===== src/rtl/range_tracker_if.sv =====
// Sample/control bundle for the streaming min/max/range tracker.
// The master side drives framed samples; the slave side is the tracker,
// which returns the running results and the frame status.
interface range_tracker_if #(
  parameter int WIDTH = 10,
  parameter int CNT_W = 8
);
  logic [WIDTH-1:0] data_in;
  logic             valid;
  logic             go;
  logic             finish;
  logic [WIDTH-1:0] min_out;
  logic [WIDTH-1:0] max_out;
  logic [WIDTH-1:0] range_out;
  logic [CNT_W-1:0] count_out;
  logic             busy;
  logic             done;
  logic             error;
  logic             cnt_sat;

  modport master (
    output data_in, valid, go, finish,
    input  min_out, max_out, range_out, count_out, busy, done, error, cnt_sat
  );

  modport slave (
    input  data_in, valid, go, finish,
    output min_out, max_out, range_out, count_out, busy, done, error, cnt_sat
  );
endinterface


===== src/rtl/range_tracker.sv =====
// Streaming min/max/range monitor for framed sample streams.
// A frame opens with go and closes with finish; every accepted sample
// updates the running minimum, maximum and a saturating sample count.
// Results stay on the outputs after the frame closes until a new frame
// seeds them with its first sample. An empty frame lands in ERROR with
// all results cleared.
module range_tracker #(
  parameter int WIDTH  = 10,
  parameter int CNT_W  = 8,
  parameter int SIGNED = 0
) (
  input  logic            clock,
  input  logic            reset,
  range_tracker_if.slave  bus
);

  typedef enum logic [1:0] {
    S_IDLE  = 2'd0,
    S_RUN   = 2'd1,
    S_DONE  = 2'd2,
    S_ERROR = 2'd3
  } state_t;

  localparam logic [CNT_W-1:0] CNT_MAX = {CNT_W{1'b1}};

  state_t           state_q;
  state_t           state_d;
  logic [WIDTH-1:0] min_q;
  logic [WIDTH-1:0] max_q;
  logic [CNT_W-1:0] count_q;
  logic             cnt_sat_q;

  // Datapath controls produced by the next-state block.
  logic start_frame;
  logic accept_sample;
  logic clear_results;

  // Magnitude comparisons of the incoming sample against the running extremes.
  logic less_than_min;
  logic greater_than_max;

  // Compare the sample against the current extremes, honouring signedness.
  always_comb begin
    less_than_min    = 1'b0;
    greater_than_max = 1'b0;
    if (SIGNED != 0) begin
      less_than_min    = $signed(bus.data_in) < $signed(min_q);
      greater_than_max = $signed(bus.data_in) > $signed(max_q);
    end else begin
      less_than_min    = bus.data_in < min_q;
      greater_than_max = bus.data_in > max_q;
    end
  end

  // Frame state register; reset returns straight to IDLE.
  always_ff @(posedge clock or posedge reset) begin
    if (reset) begin
      state_q <= S_IDLE;
    end else begin
      state_q <= state_d;
    end
  end

  // Next-state decode plus the strobes that steer the result registers.
  // finish always dominates go, and go is ignored while a frame is running.
  always_comb begin
    state_d       = state_q;
    start_frame   = 1'b0;
    accept_sample = 1'b0;
    clear_results = 1'b0;
    case (state_q)
      S_IDLE: begin
        if (bus.finish) begin
          state_d       = S_ERROR;
          clear_results = 1'b1;
        end else if (bus.go) begin
          state_d     = S_RUN;
          start_frame = 1'b1;
        end
      end
      S_RUN: begin
        if (bus.finish) begin
          if (count_q != '0) begin
            state_d = S_DONE;
          end else begin
            state_d       = S_ERROR;
            clear_results = 1'b1;
          end
        end else if (bus.valid) begin
          accept_sample = 1'b1;
        end
      end
      S_DONE: begin
        if (!bus.finish) begin
          if (bus.go) begin
            state_d     = S_RUN;
            start_frame = 1'b1;
          end else begin
            state_d = S_IDLE;
          end
        end
      end
      S_ERROR: begin
        if (bus.go && !bus.finish) begin
          state_d     = S_RUN;
          start_frame = 1'b1;
        end
      end
      default: begin
        state_d = S_IDLE;
      end
    endcase
  end

  // Result registers: cleared on an empty/misused frame, seeded by the first
  // sample of a frame, then narrowed/widened by later samples. The counter
  // holds at all-ones and flags saturation when a sample arrives while full.
  always_ff @(posedge clock or posedge reset) begin
    if (reset) begin
      min_q     <= '0;
      max_q     <= '0;
      count_q   <= '0;
      cnt_sat_q <= 1'b0;
    end else if (clear_results) begin
      min_q     <= '0;
      max_q     <= '0;
      count_q   <= '0;
      cnt_sat_q <= 1'b0;
    end else if (start_frame) begin
      cnt_sat_q <= 1'b0;
      if (bus.valid) begin
        min_q   <= bus.data_in;
        max_q   <= bus.data_in;
        count_q <= CNT_W'(1);
      end else begin
        count_q <= '0;
      end
    end else if (accept_sample) begin
      if (count_q == '0) begin
        min_q <= bus.data_in;
        max_q <= bus.data_in;
      end else begin
        if (less_than_min) begin
          min_q <= bus.data_in;
        end
        if (greater_than_max) begin
          max_q <= bus.data_in;
        end
      end
      if (count_q == CNT_MAX) begin
        cnt_sat_q <= 1'b1;
      end else begin
        count_q <= count_q + CNT_W'(1);
      end
    end
  end

  // Outputs come straight from registers; range wraps modulo 2^WIDTH so it
  // is non-negative in both comparison modes.
  assign bus.min_out   = min_q;
  assign bus.max_out   = max_q;
  assign bus.range_out = max_q - min_q;
  assign bus.count_out = count_q;
  assign bus.cnt_sat   = cnt_sat_q;
  assign bus.busy      = (state_q == S_RUN);
  assign bus.done      = (state_q == S_DONE);
  assign bus.error     = (state_q == S_ERROR);

endmodule


===== src/flat_wrapper.sv =====
// flat-port wrapper written by rule: the top's interface ports become plain ports
module range_tracker_flat 
#(
  parameter int WIDTH  = 10,
  parameter int CNT_W  = 8,
  parameter int SIGNED = 0
)
  (clock, reset, bus_data_in, bus_valid, bus_go, bus_finish, bus_min_out, bus_max_out, bus_range_out, bus_count_out, bus_busy, bus_done, bus_error, bus_cnt_sat);
  range_tracker_if #(.WIDTH(WIDTH), .CNT_W(CNT_W)) bus_i ();
  input  logic clock;
  input  logic reset;
  input wire logic [$bits(bus_i.data_in)-1:0] bus_data_in;
  input wire logic [$bits(bus_i.valid)-1:0] bus_valid;
  input wire logic [$bits(bus_i.go)-1:0] bus_go;
  input wire logic [$bits(bus_i.finish)-1:0] bus_finish;
  output wire logic [$bits(bus_i.min_out)-1:0] bus_min_out;
  output wire logic [$bits(bus_i.max_out)-1:0] bus_max_out;
  output wire logic [$bits(bus_i.range_out)-1:0] bus_range_out;
  output wire logic [$bits(bus_i.count_out)-1:0] bus_count_out;
  output wire logic [$bits(bus_i.busy)-1:0] bus_busy;
  output wire logic [$bits(bus_i.done)-1:0] bus_done;
  output wire logic [$bits(bus_i.error)-1:0] bus_error;
  output wire logic [$bits(bus_i.cnt_sat)-1:0] bus_cnt_sat;
  assign bus_i.data_in = bus_data_in;
  assign bus_i.valid = bus_valid;
  assign bus_i.go = bus_go;
  assign bus_i.finish = bus_finish;
  assign bus_min_out = bus_i.min_out;
  assign bus_max_out = bus_i.max_out;
  assign bus_range_out = bus_i.range_out;
  assign bus_count_out = bus_i.count_out;
  assign bus_busy = bus_i.busy;
  assign bus_done = bus_i.done;
  assign bus_error = bus_i.error;
  assign bus_cnt_sat = bus_i.cnt_sat;
  range_tracker #(.WIDTH(WIDTH), .CNT_W(CNT_W), .SIGNED(SIGNED)) u_core (.clock(clock), .reset(reset), .bus(bus_i));
endmodule

===== config.mk =====
export PLATFORM = sky130hd
export DESIGN_NAME = range_tracker_flat
export DESIGN_NICKNAME = d
export VERILOG_FILES = /design/src/rtl/range_tracker_if.sv /design/src/rtl/range_tracker.sv /design/src/flat_wrapper.sv
export SDC_FILE = /design/constraint.sdc
export NUM_CORES = 1
export LEC_CHECK = 0
export ABC_AREA = 0
export BUFFER_PORTS_ARGS = -buffer_cell sky130_fd_sc_hd__buf_4
export CAP_MARGIN = 5
export CORE_UTILIZATION = 50
export CTS_BUF_LIST = sky130_fd_sc_hd__clkbuf_8
export CTS_CLUSTER_DIAMETER = 120
export DETAILED_ROUTE_END_ITERATION = 12
export PLACE_DENSITY_LB_ADDON = 0.3
export SETUP_SLACK_MARGIN = 0.1
export SYNTH_ARGS = -nofsm -noshare
export SYNTH_HDL_FRONTEND = slang
export SYNTH_SLANG_ARGS = --single-unit

===== constraint.sdc =====
create_clock -name clock -period 3.1 [get_ports clock]
set_input_delay 0.62 -clock clock [delete_from_list [all_inputs] [get_ports clock]]
set_output_delay 0.62 -clock clock [all_outputs]
set_load 0.01 [all_outputs]

==> results.txt, run 1 <==
Mapped Nets: 285
ys async rst share: 1.000
CP bufs+invs: 1
worst-path fanout max: 4
worst hold-check path type: in2async
Antenna Diode Count: 0
Initial Util: 0.5254
clk_skew: 0.004277 ns
number of max-cap violations: 0
Worst Tran Pin Value: 0.4985 ns
DRC errors left: 0
die extent in x: 69.88 um
Cell Area, Synth: 2303 um2
Pre-antenna DRT Iters: 4
post-synthesis sequential area ratio: 0.3368
Arr. time, crit path: 2.23 ns
std cell rows: 24
vias per cell: 5.407
maximum VDD drop: 0.6417 mV
pre-CTS setup slack: 0.2817 ns
Post-Synth XOR/XNOR Area: 0.04943
P_leak: 1.492 nW
via count of the routed design: 1952
synth warn: 0
CTS Buf Count: 5
CP Cell Sequence: ha_1 -> fa_2 -> nor2b_1 -> o21ai_1 -> a21boi_2 -> o21ai_2 -> a21oi_2 -> xor2_1 -> buf_4
fmax: 350.5 MHz
count of flip-flops with a built-in enable after synthesis: 0
cell family with most CP delay: adder cells
largest net degree at the start of global routing: 32
share of cells above drive strength 1: 0.3430
clock tree from TritonCTS: yes
# setup viols final: 0
Worst Setup Start Kind: flip-flop
Post-DP HPWL: 3947 um
Post-Route Setup TNS: 0 ns
initial antenna violation count: 0
Met1 Wirelength: 2283 um
Fin Hold WS: 0.4153 ns
I/O pin count: 57
global-route wire length before repair: 8604 um
clock-pin slew on the worst setup and hold paths: 0.07 ns
post-synthesis mux area share: 0.1010
Clock Latency Late Sink: 0.29 ns
count of different cell masters after synthesis: 45
synthesized instance count: 239
met2 WL: 2577 um
CTS Buffer Depth: 2
first-iteration detailed-routing DRC count: 38
Max-slew headroom: 0.6654
Post-Synth Adder-Cell Area: 0.1716
Final Max Slew Viols: 0
CTS sink count: 31
CP max stage cell: dfrtp_1
Critical Path RT: 2.48 ns
Post-Synth Simple-Gate Area: 0.1749
Synth Area in Compound Gates: 0.1135
min cycle time layout: 2.853 ns
core area: 4384 um2
Crit path largest cell delay: 0.40 ns
Crit. End Element: output port
vias in the first global route: 1891
Fin. Hold Viols: 0
NumNets Final: 354
met3 routed WL: 178 um
dominant synthesized flop cell: dfrtp_1
#FFs+latches synth: 31
CTS root buf: clkbuf_8
IO Port Bufs: 56
Power Dens Cells: 1126 nW/um2
Area Growth Syn to Fin: 28.90%
largest family of logic cells by synthesized area: simple AND/OR/NAND/NOR gates
fin worst setup slack: 0.2467 ns
wire per inst: 14.13 um
synthesized area per cell: 9.638 um2
H-tree Lvls: 2
gpl congestion: 0.8253
Post-DRT Antenna Nets: 0
Die H: 69.88 um
Final Util: 0.6772
power after layout: 3.344 mW
fin crit share: 0.9204
max layer used: met4
Setup Crit Path Kind: reg2out
grt ovf: 0
DIE AREA: 4883 um2
unrepaired setup endpoints after global routing: false
outcome: completed
routed wire length: 5101 um
gr usage total: 0.2227
-- layout make-up --
class                      count  area [um2]
clock buffer                   7       96.34
clock inverter                 1       3.754
fill                         372        1415
inverter                      30       112.6
multi-input combinational    176        1435
sequential                    31       775.7
tap                           52       65.06
timing repair buffer          64       480.5
-- layer usage --
metal,up-vias,GRT usage
met5,-,0
met4,0,0.06667
met3,6,0.04329
met2,39,0.3814
met1,930,0.2844
li1,977,-
-- metrics by stage --
| step | cell area [um2] | cells |
|---|---|---|
| floorplan | 2303 | 239 |
| detailed placement | 2818 | 350 |
| global route | 2969 | 361 |
| finish | 2969 | 361 |
| global placement | 2818 | 350 |
| CTS | 2954 | 361 |
-- cells in the final DEF, fill, tap and decap left out, drive strengths merged, types with 3 or more instances in the layout --
master / instances
a21oi: 8
inv: 31
xor2: 4
nand3: 8
mux2i: 3
nor2: 21
nand4: 4
nor2b: 7
clkbuf: 7
nor3: 6
buf: 64
a211o: 3
o21ai: 8
dfrtp: 31
ha: 30
nand2: 11
mux2: 18
xnor2: 9
and2: 9
-- worst reg2reg max path, stage by stage, from the launching register on --
cell and delay [ns]:
dfrtp_1 0.36, inv_1 0.07, ha_1 0.33, a21oi_1 0.16, nand2_1 0.11, a311oi_1 0.28
and4bb_2 0.29, a221oi_4 0.21, buf_4 0.21, mux2_2 0.34
-- power breakdown --
| part | total (mW) | internal, mW | switching [mW] |
|---|---|---|---|
| Sequential | 0.680 | 0.543 | 0.137 |
| Combinational | 2.31 | 1.22 | 1.10 |
| Clock | 0.353 | 0.199 | 0.153 |
-- path summary, 6_finish.rpt --
check	from	to	slack, ns	depth (start not counted)
worst min register to register	u_core.bus.cnt_sat	u_core.bus.cnt_sat	0.50	2
min in group clock	u_core.bus.cnt_sat	u_core.bus.cnt_sat	0.50	2
worst min-delay path	reset	u_core.bus.count_out[6]	0.42	3
worst max-delay path	u_core.bus.min_out[0]	bus_range_out[8]	0.25	9
worst max register to register	u_core.bus.min_out[8]	u_core.bus.min_out[9]	0.63	9
max in group asynchronous	reset	u_core.bus.min_out[8]	2.39	3
-- registers in the layout (all words and copies together), names as in the netlist --
signal                cells
u_core.bus.max_out       10
u_core.state_q            2
u_core.bus.min_out       10
u_core.bus.count_out      8
u_core.bus.cnt_sat        1
-- logic make-up after synthesis --
kind of cell / Yosys count
AO/OA/AOI/OAI: 36
XOR/XNOR: 13
adder cells (fa/ha/maj): 31
buffers and inverters: 32
flip-flops: 31
multiplexers: 21
AND/OR/NAND/NOR: 75
-- cells in the mapped netlist (2+ instances only) --
cell type	instances	area share
a211o_1	2	0.0076
a21oi_1	8	0.017
and2_1	7	0.019
and2_2	2	0.0065
dfrtp_1	31	0.34
ha_1	30	0.16
inv_1	30	0.049
mux2_2	18	0.088
mux2i_1	3	0.013
nand2_1	11	0.018
nand3_1	8	0.017
nand4_1	4	0.011
nor2_1	21	0.034
nor2b_1	6	0.016
nor3_1	6	0.013
o211ai_1	2	0.0065
o21a_1	2	0.0065
o21ai_0	7	0.015
o21bai_1	2	0.0065
o41ai_1	2	0.0076
or2_2	2	0.0054
xnor2_1	9	0.034
xor2_1	4	0.015
-- repair_timing --
| action | in CTS | in global routing |
|---|---|---|
| pin swaps | 3 | 3 |
| resized for setup | 6 | 5 |
| endpoints found under the setup margin | 3 | 4 |
| hold buffers | 0 | 0 |
| buffers inserted | 3 | 0 |
| gates cloned | 0 | 0 |
Note: power is estimated with default switching activity, not from simulation.
==> run 2, diff against run 1 <==
Settings changed: RECOVER_POWER set to 50.
==> run 2 against run 1 <==
The run now ends with max-capacitance violations, max-slew violations left. Worst hold slack improved by 0.084 ns. Fmax barely moved. Via count is essentially flat. Combinational power shrank 4%. Register-to-register slack barely moved. Non-clock buffer count unchanged. Total power down 2.8%. First-iteration DRC count stayed put. Highest routed layer unchanged.
==> results.txt, run 2 (same netlist as run 1, synthesis figures left out) <==
area of the multi-input gates: 1435 um2 (unchanged)
violated checks: max-capacitance violations, max-slew violations
core area: 4384 um2 (unchanged)
clock tree from TritonCTS: yes
DRC errors left: 0 (unchanged)
Die H: 69.88 um (unchanged)
worst-path fanout max: 4 (unchanged)
Post-DRT Antenna Nets: 0 (unchanged)
Post-DP HPWL: 3947 um (unchanged)
CTS sink count: 31 (unchanged)
gpl congestion: 0.8253 (unchanged)
CTS root buf: clkbuf_8
largest net degree at the start of global routing: 32 (unchanged)
Clock Latency Late Sink: 0.29 ns (about the same)
first-iteration detailed-routing DRC count: 38 (unchanged)
Initial Util: 0.5254 (unchanged)
worst hold-check path type: reg2reg
Arr. time, crit path: 2.23 ns (about the same)
Post-Route Setup TNS: 0 ns (unchanged)
Fin. Hold Viols: 0 (unchanged)
gr usage total: 0.2227 (unchanged)
maximum VDD drop: 0.6323 mV (-1.5%)
min cycle time layout: 2.853 ns (-0.0007950 ns)
CTS Buf Count: 5 (unchanged)
Hold Path Sink: u_core.bus.cnt_sat
Worst Tran Pin Value: 1.728 ns (+1.230 ns)
commonest cells after routing, fill and taps aside: buf_4 (42), inv_1 (31), dfrtp_1 (31)
Area Growth Syn to Fin: 25.48%
fillers: 396 (+6.5%)
routed wire length: 5119 um (+0.35%)
global-route wire length before repair: 8604 um (unchanged)
Fin Hold WS: 0.4993 ns (+0.08396 ns)
Power Dens Cells: 1125 nW/um2 (-0.16%)
register area: 775.7 um2 (unchanged)
H-tree Lvls: 2 (unchanged)
worst hold stages: 2
std cell rows: 24 (unchanged)
I/O pin count: 57 (unchanged)
P_leak: 1.413 nW (-5.3%)
FF-to-FF Start: u_core.bus.min_out[8]
IO Port Bufs: 56 (unchanged)
outcome: finished with violations
DIE AREA: 4883 um2 (unchanged)
fin crit share: 0.9202 (about the same)
number of max-cap violations: 1 (+1)
share of cells above drive strength 1: 0.2751 (-0.06796)
grt ovf: 0 (unchanged)
commonest non-fill, non-tap cell in the layout: buf_4
clock-pin slew on the worst setup and hold paths: 0.07 ns (about the same)
wire per inst: 14.18 um (+0.35%)
vias in the first global route: 1891 (unchanged)
reg2reg setup slack: 0.64 ns (about the same)
fmax: 350.6 MHz (about the same)
Critical Path RT: 2.48 ns (about the same)
Worst R2R End: u_core.bus.min_out[9]
# setup viols final: 0 (unchanged)
Hold Startpoint: u_core.bus.cnt_sat
vias per cell: 5.404 (about the same)
Final Max Slew Viols: 32 (+32)
clk_skew: 0.004252 ns (-0.00002559 ns)
Crit. End Element: output port
CTS Buffer Depth: 2 (unchanged)
Antenna Diode Count: 0 (unchanged)
unrepaired setup endpoints after global routing: false
die extent in x: 69.88 um (unchanged)
Register-to-Register Path Depth: 9 (unchanged)
via count of the routed design: 1951 (-0.051%)
NumNets Final: 354 (unchanged)
Worst Setup Start Kind: flip-flop
initial antenna violation count: 0 (unchanged)
Pre-antenna DRT Iters: 4 (unchanged)
Setup Crit Path Kind: reg2out
Max-slew headroom: -0.1521 (-0.8175)
run 2: changes by cell type in the layout (fill, tap and decap cells not counted), sizes merged:
cell	change
buf	-22
clkbuf	+22
run 2: worst max-delay path by stage:
| stage | startpoint | end | cells past startpoint |
|---|---|---|---|
| 3_3_place_gp | bus_data_in[8] | u_core.bus.min_out[9] | 9 |
| 4_1_cts | u_core.bus.min_out[0] | bus_range_out[8] | 9 |
| 5_1_grt | u_core.bus.max_out[0] | bus_range_out[8] | 10 |
| 6_report | u_core.bus.min_out[0] | bus_range_out[8] | 9 |
| 3_5_place_dp | u_core.bus.max_out[0] | bus_range_out[8] | 10 |
| 2_1_floorplan | u_core.bus.max_out[0] | bus_range_out[8] | 9 |
run 2: worst max-delay path, cell delays in order, from the launching register on:
cell and delay (ns):
dfrtp_1 0.40, ha_1 0.22, fa_2 0.36, nor2b_1 0.12, o21ai_1 0.10, a21boi_2 0.21, o21ai_2 0.09, a21oi_2 0.15
xor2_1 0.15, buf_4 0.13
run 2: area by class of cell:
| class | instances | area share |
|---|---|---|
| clock buffer | 7 | 0.03333 |
| clock inverter | 1 | 0.001299 |
| inverter | 30 | 0.03896 |
| multi-input combinational | 176 | 0.4965 |
| sequential | 31 | 0.2684 |
| tap | 52 | 0.02251 |
| timing repair buffer | 64 | 0.1390 |
run 2: what timing repair did:
action                                 CTS  global route
gates resized for setup                  6             5
pin swaps                                3             3
endpoints found under the hold margin    0             0
setup endpoints to repair                3             4
setup buffers                            3             0
gates cloned                             0             0
hold buffers                             0             0
run 2: routing by layer:
metal / share of wire / up-vias / GRT usage
li1: - / 979 / -
met1: 0.45 / 927 / 0.2844
met2: 0.50 / 39 / 0.3814
met3: 0.037 / 6 / 0.04329
met4: 0.012 / 0 / 0.06667
met5: 0 / - / 0
run 2: stage by stage:
stage          power, mW  worst slack [ns]    util  cell area, um2  std cells
3_5_place_dp       2.868            0.2817  0.6427            2818        350
3_3_place_gp       2.822            0.3147  0.6427            2818        350
2_1_floorplan      1.972            0.5166       -            2303        239
4_1_cts            3.319            0.1320  0.6738            2954        361
6_report           3.250            0.2475  0.6592            2890        361
5_1_grt            3.523           0.09748  0.6592            2890        361
run 2: power by group:
group / total [mW] / internal (mW) / switching [mW]
Clock: 0.353 / 0.199 / 0.153
Combinational: 2.22 / 1.12 / 1.10
Sequential: 0.678 / 0.543 / 0.134
==> run 3, diff against run 2 <==
Settings changed: SLEW_MARGIN set to 10.
Clock period 3.1 ns to 2.51 ns, I/O delays scaled along.
==> run 3 against run 2 <==
The flow finishes with violations (max-capacitance violations, max-slew violations, negative setup slack). Total power is 42% higher. Worst setup slack worse by 0.40 ns. Critical endpoint unchanged. Core utilization is 7.0 points higher. Register-to-register slack worse by 0.52 ns. Sequential share of layout area is 2.6 points lower.
==> results.txt, run 3 (same netlist as run 1, synthesis figures left out) <==
maximum VDD drop: 0.7679 mV (+21%)
die extent in x: 69.88 um (unchanged)
clk_skew: 0.007716 ns (+0.003464 ns)
Worst R2R End: u_core.bus.min_out[7]
placed cells: 363 (+3.7%)
Post-DP HPWL: 4118 um (+4.3%)
Fin Hold WS: 0.4116 ns (-0.08770 ns)
worst-path fanout max: 2 (-2)
cell family with most CP delay: adder cells
number of max-cap violations: 1 (unchanged)
wire per inst: 14.98 um (+5.7%)
Register-to-Register Path Depth: 8 (-1)
clock tree from TritonCTS: yes
Crit path largest cell delay: 0.39 ns (about the same)
fillers: 323 (-18%)
fmax: 375.0 MHz
CTS Buffer Depth: 2 (unchanged)
via count of the routed design: 2100 (+7.6%)
CP max stage cell: dfrtp_1
Pre-antenna DRT Iters: 4 (unchanged)
Antenna Diode Count: 0 (unchanged)
min cycle time layout: 2.667 ns
reg2reg setup slack: 0.12 ns (-0.52 ns)
worst hold stages: 2 (unchanged)
Post-DRT Antenna Nets: 0 (unchanged)
std cell rows: 24 (unchanged)
worst hold-check path type: in2reg
Crit. End Element: output port
grt ovf: 0 (unchanged)
P_leak: 1.578 nW (+12%)
Hold Path Sink: u_core.state_q[1]
IO Port Bufs: 56 (unchanged)
Post-Route Setup TNS: -0.5085 ns (-0.5085 ns)
commonest cells after routing, fill and taps aside: buf_4 (63), dfrtp_1 (31), inv_1 (27), ha_1 (27), nor2_1 (19)
Hold Startpoint: bus_go
Final Non-Filler Cells: 383 (+6.1%)
I/O pin count: 57 (unchanged)
Area Growth Syn to Fin: 38.78%
Worst Setup Start Kind: flip-flop
first-iteration detailed-routing DRC count: 33 (-13%)
initial antenna violation count: 0 (unchanged)
CTS Buf Count: 5 (unchanged)
Max-slew headroom: -0.1381 (+0.01401)
fin worst setup slack: -0.1566 ns (-0.4041 ns)
DRC errors left: 0 (unchanged)
unrepaired setup endpoints after global routing: true
Die H: 69.88 um (unchanged)
share of cells above drive strength 1: 0.3837 (+0.1086)
violated checks: max-capacitance violations, max-slew violations, negative setup slack
Arr. time, crit path: 2.16 ns (-0.07 ns)
Initial Util: 0.5254 (unchanged)
most used cell along the critical path: o21ai_2
outcome: finished with violations
CP Cell Sequence: ha_2 -> fa_2 -> nor2b_4 -> o21ai_2 -> a21boi_2 -> o21ai_2 -> a21oi_2 -> xor2_1 -> buf_4
Worst Tran Pin Value: 1.707 ns (-0.02102 ns)
Setup Crit Path Kind: reg2out
vias per cell: 5.483 (+1.5%)
DP Area: 2923 um2 (+3.7%)
CTS root buf: clkbuf_8
routed wire length: 5739 um (+12%)
NumNets Final: 376 (+6.2%)
fin area: 3197 um2 (+11%)
Worst setup startpoint: u_core.bus.min_out[0]
core area: 4384 um2 (unchanged)
Clock Latency Late Sink: 0.29 ns (about the same)
gr usage total: 0.2361 (+0.01344)
clock-pin slew on the worst setup and hold paths: 0.07 ns (about the same)
global-route wire length before repair: 9211 um (+7.1%)
vias in the first global route: 2044 (+8.1%)
largest net degree at the start of global routing: 32 (unchanged)
FF-to-FF Start: u_core.bus.min_out[4]
Critical Path RT: 2.01 ns (-0.47 ns)
Fin. Hold Viols: 0 (unchanged)
CTS sink count: 31 (unchanged)
DIE AREA: 4883 um2 (unchanged)
CP bufs+invs: 1 (unchanged)
Power Dens Cells: 1445 nW/um2 (+28%)
gpl congestion: 0.8486 (+2.8%)
Final Max Slew Viols: 32 (unchanged)
commonest non-fill, non-tap cell in the layout: buf_4
H-tree Lvls: 2 (unchanged)
# setup viols final: 4 (+4)
fin crit share: 1.062
-- run 3: layout make-up --
class / count / area (um2) / share of cell area
multi-input cells: 176 / 1567 / 0.4900
flip-flops and latches: 31 / 775.7 / 0.2427
repair buffers: 86 / 593.1 / 0.1855
inverters: 30 / 112.6 / 0.03523
clock buffers: 5 / 68.82 / 0.02153
well taps: 52 / 65.06 / 0.02035
clock inverters: 3 / 15.01 / 0.004697
-- run 3: repair_timing --
| action | CTS | global route |
|---|---|---|
| pin swaps | 12 | 10 |
| endpoints found under the setup margin | 15 | 25 |
| setup buffers | 6 | 6 |
| gates resized for setup | 16 | 28 |
| hold buffers | 0 | 0 |
-- run 3: how the worst max path moves through the flow --
stage | cells after the start | endpoint | slack [ns]
2_1_floorplan | 9 | bus_range_out[8] | 0.09
3_3_place_gp | 9 | u_core.bus.min_out[4] | -0.06
3_5_place_dp | 9 | u_core.bus.min_out[0] | -0.11
4_1_cts | 9 | bus_range_out[9] | -0.18
5_1_grt | 9 | bus_range_out[8] | -0.28
6_report | 9 | bus_range_out[8] | -0.16
-- run 3: per-layer routing --
layer  part of all wire  wire length (um)  global-route usage  up-vias
li1                   -                 -                   -     1018
met4              0.024               138             0.08000        0
met3              0.043               244             0.04618       17
met5                  0                 0                   0        -
met2               0.53              3018              0.4252       59
met1               0.41              2337              0.2792     1006
-- run 3: where the power goes --
group	switching [mW]	total, mW	internal [mW]	leakage [nW]
sequential	0.162	0.833	0.671	0.388
clock	0.199	0.389	0.189	0.0477
combinational	1.57	3.40	1.82	1.14
total	1.94	4.62	2.68	1.58
-- run 3: metrics by stage --
step           power [mW]  utilization  setup WS (ns)
2_1_floorplan       2.461            -        0.08773
3_3_place_gp        3.647       0.6667       -0.05771
3_5_place_dp        3.702       0.6667        -0.1061
4_1_cts             4.305       0.7092        -0.1807
5_1_grt             4.979       0.7292        -0.2810
6_report            4.619       0.7292        -0.1566
-- run 3: worst reg2reg max path, delay by kind of cell, from the launching register on --
family,cells,cell delay (ns)
compound gates,3,0.80
mux,1,0.33
simple gates,1,0.29
fa+ha+maj,1,0.20
flops,1,0.40
buf+inv,2,0.27
